### config.mk
export PLATFORM = sky130hd
export DESIGN_NAME = packet_receiver
export DESIGN_NICKNAME = d
export VERILOG_FILES = /design/src/rtl/packet_receiver.sv
export SDC_FILE = /design/constraint.sdc
export NUM_CORES = 1
export LEC_CHECK = 0
export BUFFER_PORTS_ARGS = -buffer_cell sky130_fd_sc_hd__buf_2
export CORE_MARGIN = 10
export CORE_UTILIZATION = 35
export CTS_BUF_LIST = sky130_fd_sc_hd__clkbuf_4
export CTS_CLUSTER_DIAMETER = 40
export DETAILED_ROUTE_END_ITERATION = 10
export PLACE_DENSITY_LB_ADDON = 0.15
export SETUP_SLACK_MARGIN = 0.2
export SLEW_MARGIN = 40
export SYNTH_ARGS = -nofsm -noshare
export SYNTH_HDL_FRONTEND = slang
export SYNTH_SLANG_ARGS = --single-unit
export TNS_END_PERCENT = 1
### constraint.sdc
create_clock -name clock -period 3.9 [get_ports clock]
set_clock_uncertainty 0.2 [all_clocks]
set_input_delay 0.39 -clock clock [delete_from_list [all_inputs] [get_ports clock]]
set_output_delay 0.39 -clock clock [all_outputs]
set_load 0.03 [all_outputs]
### src/rtl/packet_receiver.sv
// packet_receiver: deframes the serial link from the peer labkit into
// 16-word x 16-bit packets. Each packet is a sync word, 16 payload words
// and a checksum word. Payload goes into the back half of a double-buffered
// bank. The banks swap only once the checksum matches, so the consumer only
// ever reads a complete, verified packet.
module packet_receiver #(
    parameter int          CLKS_PER_BIT = 64,
    parameter logic [15:0] SYNC_WORD    = 16'h6111,
    parameter int          TIMEOUT_CLKS = 4096
) (
    input  logic        clock,
    input  logic        reset_n,
    input  logic        serial_in,
    input  logic [3:0]  incoming_packet_read_index,
    output logic [15:0] incoming_packet_read_data,
    output logic        incoming_packet_new,
    output logic        packet_error,
    output logic [7:0]  packets_received
);

    localparam int CNT_W = $clog2(CLKS_PER_BIT);
    localparam int TMO_W = $clog2(TIMEOUT_CLKS + 1);
    localparam logic [CNT_W-1:0] HALF_M1  = CNT_W'(CLKS_PER_BIT / 2 - 1);
    localparam logic [CNT_W-1:0] FULL_M1  = CNT_W'(CLKS_PER_BIT - 1);
    localparam logic [TMO_W-1:0] TMO_LAST = TMO_W'(TIMEOUT_CLKS - 1);

    typedef enum logic [1:0] {B_IDLE, B_START, B_DATA, B_STOP} bit_state_t;
    typedef enum logic [1:0] {P_HUNT, P_PAYLOAD, P_CHECK} pkt_state_t;

    // Synchronizer and edge-detect history. These idle high like the line.
    logic sync1_q, sync_in_q, sync_prev_q;

    bit_state_t       bstate_q, bstate_d;
    logic [CNT_W-1:0] bcnt_q, bcnt_d;
    logic [3:0]       bidx_q, bidx_d;
    logic [15:0]      shift_q, shift_d;
    logic             word_valid_s, frame_err_s;

    pkt_state_t       pstate_q, pstate_d;
    logic [3:0]       wcnt_q, wcnt_d;
    logic [15:0]      csum_q, csum_d;
    logic [TMO_W-1:0] tmo_q, tmo_d;
    logic             fsel_q, fsel_d;
    logic             fvalid_q, fvalid_d;
    logic [7:0]       count_q, count_d;
    logic             new_q, new_d;
    logic             err_q, err_d;
    logic             bank_we_s;

    // Bank storage carries no reset; front_valid masks stale contents.
    logic [15:0] mem_q [2][16];

    // Two-flop synchronizer plus one extra stage for falling-edge detection.
    always_ff @(posedge clock) begin
        if (!reset_n) begin
            sync1_q     <= 1'b1;
            sync_in_q   <= 1'b1;
            sync_prev_q <= 1'b1;
        end else begin
            sync1_q     <= serial_in;
            sync_in_q   <= sync1_q;
            sync_prev_q <= sync_in_q;
        end
    end

    // Bit FSM next state. Word and error strobes fire on the stop-bit sample.
    always_comb begin
        bstate_d     = bstate_q;
        bcnt_d       = bcnt_q;
        bidx_d       = bidx_q;
        shift_d      = shift_q;
        word_valid_s = 1'b0;
        frame_err_s  = 1'b0;
        case (bstate_q)
            B_IDLE: begin
                if (sync_prev_q && !sync_in_q) begin
                    bstate_d = B_START;
                    bcnt_d   = '0;
                end else begin
                    bstate_d = B_IDLE;
                end
            end
            B_START: begin
                if (bcnt_q == HALF_M1) begin
                    bcnt_d   = '0;
                    bidx_d   = 4'd0;
                    // A line that is high again at mid-start-bit was a glitch.
                    bstate_d = sync_in_q ? B_IDLE : B_DATA;
                end else begin
                    bcnt_d = bcnt_q + CNT_W'(1);
                end
            end
            B_DATA: begin
                if (bcnt_q == FULL_M1) begin
                    bcnt_d  = '0;
                    shift_d = {shift_q[14:0], sync_in_q};
                    if (bidx_q == 4'd15) begin
                        bstate_d = B_STOP;
                    end else begin
                        bidx_d = bidx_q + 4'd1;
                    end
                end else begin
                    bcnt_d = bcnt_q + CNT_W'(1);
                end
            end
            B_STOP: begin
                if (bcnt_q == FULL_M1) begin
                    word_valid_s = sync_in_q;
                    frame_err_s  = !sync_in_q;
                    // Return to IDLE now so the next start bit can be seen next cycle.
                    bstate_d     = B_IDLE;
                    bcnt_d       = '0;
                end else begin
                    bcnt_d = bcnt_q + CNT_W'(1);
                end
            end
            default: begin
                bstate_d = B_IDLE;
                bcnt_d   = '0;
            end
        endcase
    end

    // Bit FSM state registers.
    always_ff @(posedge clock) begin
        if (!reset_n) begin
            bstate_q <= B_IDLE;
            bcnt_q   <= '0;
            bidx_q   <= 4'd0;
            shift_q  <= 16'h0000;
        end else begin
            bstate_q <= bstate_d;
            bcnt_q   <= bcnt_d;
            bidx_q   <= bidx_d;
            shift_q  <= shift_d;
        end
    end

    // Packet FSM: hunt for sync, collect payload, verify the checksum, police timeouts.
    always_comb begin
        pstate_d  = pstate_q;
        wcnt_d    = wcnt_q;
        csum_d    = csum_q;
        tmo_d     = tmo_q;
        fsel_d    = fsel_q;
        fvalid_d  = fvalid_q;
        count_d   = count_q;
        new_d     = 1'b0;
        err_d     = 1'b0;
        bank_we_s = 1'b0;
        case (pstate_q)
            P_HUNT: begin
                tmo_d = '0;
                if (word_valid_s && (shift_q == SYNC_WORD)) begin
                    pstate_d = P_PAYLOAD;
                    wcnt_d   = 4'd0;
                    csum_d   = 16'h0000;
                end else begin
                    pstate_d = P_HUNT;
                end
            end
            P_PAYLOAD, P_CHECK: begin
                if (frame_err_s) begin
                    err_d    = 1'b1;
                    pstate_d = P_HUNT;
                end else if (word_valid_s) begin
                    tmo_d = '0;
                    if (pstate_q == P_PAYLOAD) begin
                        bank_we_s = 1'b1;
                        csum_d    = csum_q + shift_q;
                        wcnt_d    = wcnt_q + 4'd1;
                        pstate_d  = (wcnt_q == 4'd15) ? P_CHECK : P_PAYLOAD;
                    end else if (shift_q == csum_q) begin
                        fsel_d   = ~fsel_q;
                        fvalid_d = 1'b1;
                        count_d  = count_q + 8'd1;
                        new_d    = 1'b1;
                        pstate_d = P_HUNT;
                    end else begin
                        err_d    = 1'b1;
                        pstate_d = P_HUNT;
                    end
                end else if (bstate_q == B_IDLE) begin
                    if (tmo_q == TMO_LAST) begin
                        err_d    = 1'b1;
                        pstate_d = P_HUNT;
                    end else begin
                        tmo_d = tmo_q + TMO_W'(1);
                    end
                end else begin
                    tmo_d = tmo_q;
                end
            end
            default: begin
                pstate_d = P_HUNT;
            end
        endcase
    end

    // Packet FSM state, bank select and registered output pulses.
    always_ff @(posedge clock) begin
        if (!reset_n) begin
            pstate_q <= P_HUNT;
            wcnt_q   <= 4'd0;
            csum_q   <= 16'h0000;
            tmo_q    <= '0;
            fsel_q   <= 1'b0;
            fvalid_q <= 1'b0;
            count_q  <= 8'd0;
            new_q    <= 1'b0;
            err_q    <= 1'b0;
        end else begin
            pstate_q <= pstate_d;
            wcnt_q   <= wcnt_d;
            csum_q   <= csum_d;
            tmo_q    <= tmo_d;
            fsel_q   <= fsel_d;
            fvalid_q <= fvalid_d;
            count_q  <= count_d;
            new_q    <= new_d;
            err_q    <= err_d;
        end
    end

    // Payload words land in the back bank, which the consumer never sees.
    always_ff @(posedge clock) begin
        if (reset_n && bank_we_s) begin
            mem_q[~fsel_q][wcnt_q] <= shift_q;
        end
    end

    // Combinational front-bank read, masked until the first verified packet.
    always_comb begin
        if (fvalid_q) begin
            incoming_packet_read_data = mem_q[fsel_q][incoming_packet_read_index];
        end else begin
            incoming_packet_read_data = 16'h0000;
        end
    end

    assign incoming_packet_new = new_q;
    assign packet_error        = err_q;
    assign packets_received    = count_q;

endmodule

* After elaboration in Yosys (flattened, before gate mapping)
Memories as Yosys holds them, arrays and structs flattened. A register that Yosys moved wholly into a read port is not among the register bits. Cells that the tools add are included.
Storage, ports and cells: flip-flop bits (word level) 78, bits in latches 0, memory bits (writable) 512, memory bits (read-only) 0, input port bits 7, output and inout port bits 26, memories 1
Operators by class: $add $sub $neg 6, multipliers 0, divide/modulo/power cells 0, $lt $le $gt $ge 3, equal/unequal tests 26, shift operators 0, mux-type cells 63, bitwise operators 8, reduce and logical (&&, ||, !) cells 20
Memory list:
- mem_q | words 2, bits a word 256, rd ports 1, clocked after Yosys merged registers in 1, write ports 1, RTL line 51 | logic [15:0] mem_q [2][16];
Operators by type and width (number):
- $mux 256 | 1
- $mux 16 | 8
- $bmux 16 s4 | 1
- $demux 16 s4 | 1
- $mux 13 | 4
- $pmux 16 s2 | 1
- $mux 4 | 7
- $pmux 13 s2 | 1
- $mux 2 | 11
- $mux 1 | 20
- $ne 2x2->1 const B | 10
- $mux 6 | 3
- $pmux 6 s3 | 1
- $add 16x16->16 | 1
- $eq 16x15->1 const B | 1
- $eq 16x16->1 | 1
- $pmux 4 s2 | 2
- $add 13x1->13 const B | 1
- $eq 13x12->1 const B | 1
- $reduce_and 4->1 | 3
- $ge 5x5->1 const B | 2
- $not 4->5 | 2
- $reduce_and 5->1 | 2
- $add 4x1->4 const B | 2
- other kinds (20) | 39

* Depth between registers and ports, before layout
depth in word-level cells 9, mapped depth 11, gate-level depth less buffers 10

* Worst setup path after synthesis
OpenSTA, ideal clock, no wires.
path type reg-to-reg, start point reg bcnt_q[0], end point mem mem_q[0][0] in the netlist's numbering (enable), data arrival time 2358 ps, required time 3312 ps, setup slack 953 ps, stages on the path, launching flop included 8, path buffers 1, clock period less this slack 2947 ps, path through dfxtp_1 > ha_1 > nand4_2 > nor4_4 > and4_1 > buf_2 > nand2_1 > nor2_1
On the way: word-level cells in the longest chain between the ends 9, elaborated cells between the ends (all ways) 11, those cells by class eq/ne: 1; mux: 9; reduce/logical: 1
Ends and longest elaborated chain:
- start, declared | RTL line 34 | logic [CNT_W-1:0] bcnt_q, bcnt_d;
- start signal, assigned | RTL line 133 | bcnt_q <= bcnt_d;
- $eq 6x6->1 * | RTL line 107 | if (bcnt_q == FULL_M1) begin
- $mux 1 | RTL line 107
- $mux 1 | RTL line 74 | case (bstate_q)
- $mux 1 | RTL line 166 | end else if (word_valid_s) begin
- $mux 1 * | RTL line 163 | if (frame_err_s) begin
- $mux 1 * | RTL line 151 | case (pstate_q)
- $logic_and 1x1->1 * | RTL line 227 | if (reset_n && bank_we_s) begin
- $mux 1 * | RTL line 227
- $mux 256 (implied by the code) * | RTL line 228 | mem_q[~fsel_q][wcnt_q] <= shift_q;
- end, declared | RTL line 51
Every way passes the cells marked *; elsewhere a longest branch is shown, timed or not.

==> summary.txt <==
Outcome
  – Status: complete, no violations

Floorplan
  – Die span in x: 281 um
  – Die height: 281 um
  – # IOs: 33
  – Num rows: 95
  – Initial core utilization: 35.3%
  – CORE AREA: 67300 um2
  – Die area: 78800 um2

Run
  – Max Cap Viol: 0

Hold path
  – Worst Hold Class: primary input to register
  – Hold Path Sink: sync_prev_q
  – WHS Path Cells: 3
  – Hold path startpoint: reset_n

Clock tree
  – CTS Buf Count: 159
  – Max Root-Sink Buffers: 3
  – Root Buffer: clkbuf_4
  – Clock H-tree levels: 4
  – Clk slew on worst S/H paths: 0.05 ns
  – Clk_lat worst skew: 0.92 ns
  – CTS tree: yes
  – Clock sink count: 591

STA
  – Final worst slack: 0.0683 ns
  – Worst-margin pin slew: 0.790 ns
  – Unrepaired setup endpoints after global routing: yes
  – Final setup TNS: 0 ns
  – Achievable Freq: 261 MHz
  – Crit path time final: 3.83 ns
  – Final-report max-slew violation count: 0
  – Slew HR: 47.3%
  – Endpoints failing hold: 0
  – Period Utilization, post-route: 98.2%
  – # setup viols final: 0

Synthesis
  – Synth Warn #: 0
  – Number of flops mapped to enable cells by yosys: 512
  – Syn_area_per_cell: 18.3 um2
  – Largest area contributor in the netlist: edfxtp_1
  – Seq cells post-synth: 591
  – Post-synthesis instance total: 1300
  – Syn nets: 1334
  – Ranking of synthesized cells by area: edfxtp_1 65%, mux4_2 15%, dfxtp_1 6.7%
  – Unique masters post-synth: 61
  – Post-synth ARST share: 0%
  – Main synth FF type: edfxtp_1
  – Post-synthesis sequential area ratio: 71.3%
  – Mapped cell area: 23800 um2
  – Share of Yosys cell area claimed by the top area cell type: 64.7%

Routing
  – Via density: 5.12
  – Post-Route WL: 58900 um
  – Detailed Route Iter0 Violations: 879
  – WL per Instance: 23.5 um
  – Drt pass-1 iters: 5
  – Vias: 12813
  – Drt drc: 0
  – Final ANT Viol Nets: 0

Worst setup path
  – FF-to-FF Start: bcnt_q[0]
  – Critical path class: register to output port
  – Worst R2R End: mem_q[0][67]
  – CP Max Fanout: 8
  – CP max stage delay: 0.56 ns
  – WP data required: 3.31 ns
  – WP data arrival: 3.24 ns
  – R2R Setup Slk: 0.79 ns
  – Slowest cell on the critical path: mux4_2
  – Worst r2r path cells: 7
  – CP cell instances: buf_12, buf_12, buf_16, mux4_2, mux4_2, mux2i_4, nor2b_1, buf_4
  – Critical path startpoint category: register
  – Worst setup EP type: output port

Global routing
  – Pin count of the biggest net entering global routing: 46
  – First-pass GRT wire length: 87400 um
  – Initial antenna violation count: 2
  – GR Util All Layers: 15.2%
  – Overflow after GRT: 0
  – Vias in the first global route: 13563

Place
  – Final Wtd Congestion: 0.756
  – Port Buffers: 32
  – Pre-CTS setup slack: 0.742 ns
  – Cell Area, Placed: 25400 um2
  – DPL Wire Length: 33000 um
  – Placed cell count: 2212

Layout
  – Nets: 1559
  – Area grow syn2layout: 17.6%
  – Post-Layout Inst Area: 28000 um2
  – Post-Layout Cell Count: 2503
  – Ratio of cells with drive above 1 in the final layout: 35.5%

Pwr
  – PD cells: 440 nW/um2
  – Leak pwr: 0.00934 uW
  – Worst-case vdd ir drop: 0.000231 V
## state kept, by name, summed over array words and instances (netlist names), 2 cells and up, named ones only
name and cells:
csum_q 16, bidx_q 4, wcnt_q 4, shift_q 16
mem_q 512, bcnt_q 6, packets_received 8, pstate_q 2
tmo_q 13
## cells by family (layout without fill, tap and decap cells)
| family | Yosys count | after routing | share of synthesized area (%) |
|---|---|---|---|
| AOI/OAI and AO/OA | 124 | 124 | 3.13 |
| xor gates and xnor gates | 24 | 24 | 0.884 |
| adders and majority gates | 27 | 27 | 1.45 |
| buffers and inverters | 77 | 406 | 1.35 |
| DFF | 591 | 591 | 71.3 |
| muxes | 180 | 180 | 16.0 |
| other | 0 | 1 | 0 |
| and+or+nand+nor | 277 | 277 | 5.87 |
## per-stage QoR
stage / total power (uW) / util (%) / hold WS [ns]
2_1_floorplan: 7070 / - / 0.186
3_3_place_gp: 7160 / 37.8 / 0.192
3_5_place_dp: 7160 / 37.8 / 0.199
4_1_cts: 12500 / 41.5 / 0.00118
5_1_grt: 12900 / 41.6 / 0.0759
6_report: 12300 / 41.6 / 0.166
## what timing repair did
action	CTS	global route
pin swaps	0	0
hold buffers	4	0
endpoints found under the hold margin	16	0
cloned	7	0
resized for setup	46	5
setup buffers	14	0
setup endpoints to repair	16	16
## layout by cell type, fill, tap and decap left out, types with 26 or more instances in the layout
cell      netlist  final
nor2_2          0     32
edfxtp_1      512    512
nand2_1        83     83
ha_1           26     26
o21ai_0        30     30
a21oi_1        48     48
buf_4           1     69
dfxtp_1        79     78
clkbuf_4        0    232
nor2_1         75     43
mux4_2        160    160
## Yosys cell counts (10+ instances only)
cell and number:
a21oi_1 48, clkbuf_1 39, a21o_1 11, xor2_1 14, mux4_2 160, ha_1 26
nor2_1 75, buf_2 16, edfxtp_1 512, xnor2_1 10, o21ai_0 30, nand4_1 13
nand3_1 14, nor2b_1 23, dfxtp_1 79, inv_1 17, mux2i_1 20, nand2_1 83
## worst max-delay path: cells and delay by family (launching register included)
kind,cells,cell delay (ns)
mux,3,1.30
simple gates,1,0.07
buf+inv,4,0.60
flops,1,0.37
## power breakdown
part	switching, uW	total, uW	leakage (uW)	internal, uW
registers	3.42	6770	0.00538	6770
logic	140	254	0.00280	113
clock network	2450	5280	0.00116	2830
## per-layer routing
| layer | global-route usage [%] | vias up | share of wire [%] | wire length (um) |
|---|---|---|---|---|
| met5 | 0 | - | 0 | 0 |
| met4 | 5.25 | 0 | 1.5 | 874 |
| met3 | 3.41 | 81 | 4.1 | 2400 |
| met2 | 24.4 | 269 | 49 | 28600 |
| met1 | 20.2 | 6687 | 46 | 27000 |
| li1 | - | 5776 | - | - |
## worst max-delay path by stage
stage	from	to	slack [ns]	cells after the start
3_3_place_gp	incoming_packet_read_index[0]	incoming_packet_read_data[4]	0.73	7
4_1_cts	register	incoming_packet_read_data[3]	-0.07	8
6_report	register	incoming_packet_read_data[4]	0.07	8
2_1_floorplan	bcnt_q[0]	mem_q[0][0]	0.95	7
3_5_place_dp	incoming_packet_read_index[0]	incoming_packet_read_data[4]	0.74	7
5_1_grt	register	incoming_packet_read_data[8]	-0.08	8
## area by class of cell
type / instances / area, um2
fill: 6096 / 39300
sequential: 591 / 17000
multi-input combinational: 632 / 6620
clock buffer: 232 / 1740
timing repair buffer: 123 / 1300
tap: 873 / 1090
clock inverter: 33 / 193
inverter: 18 / 68.8
antenna: 1 / 2.50
No activity file was read; power rests on OpenSTA's default activity.
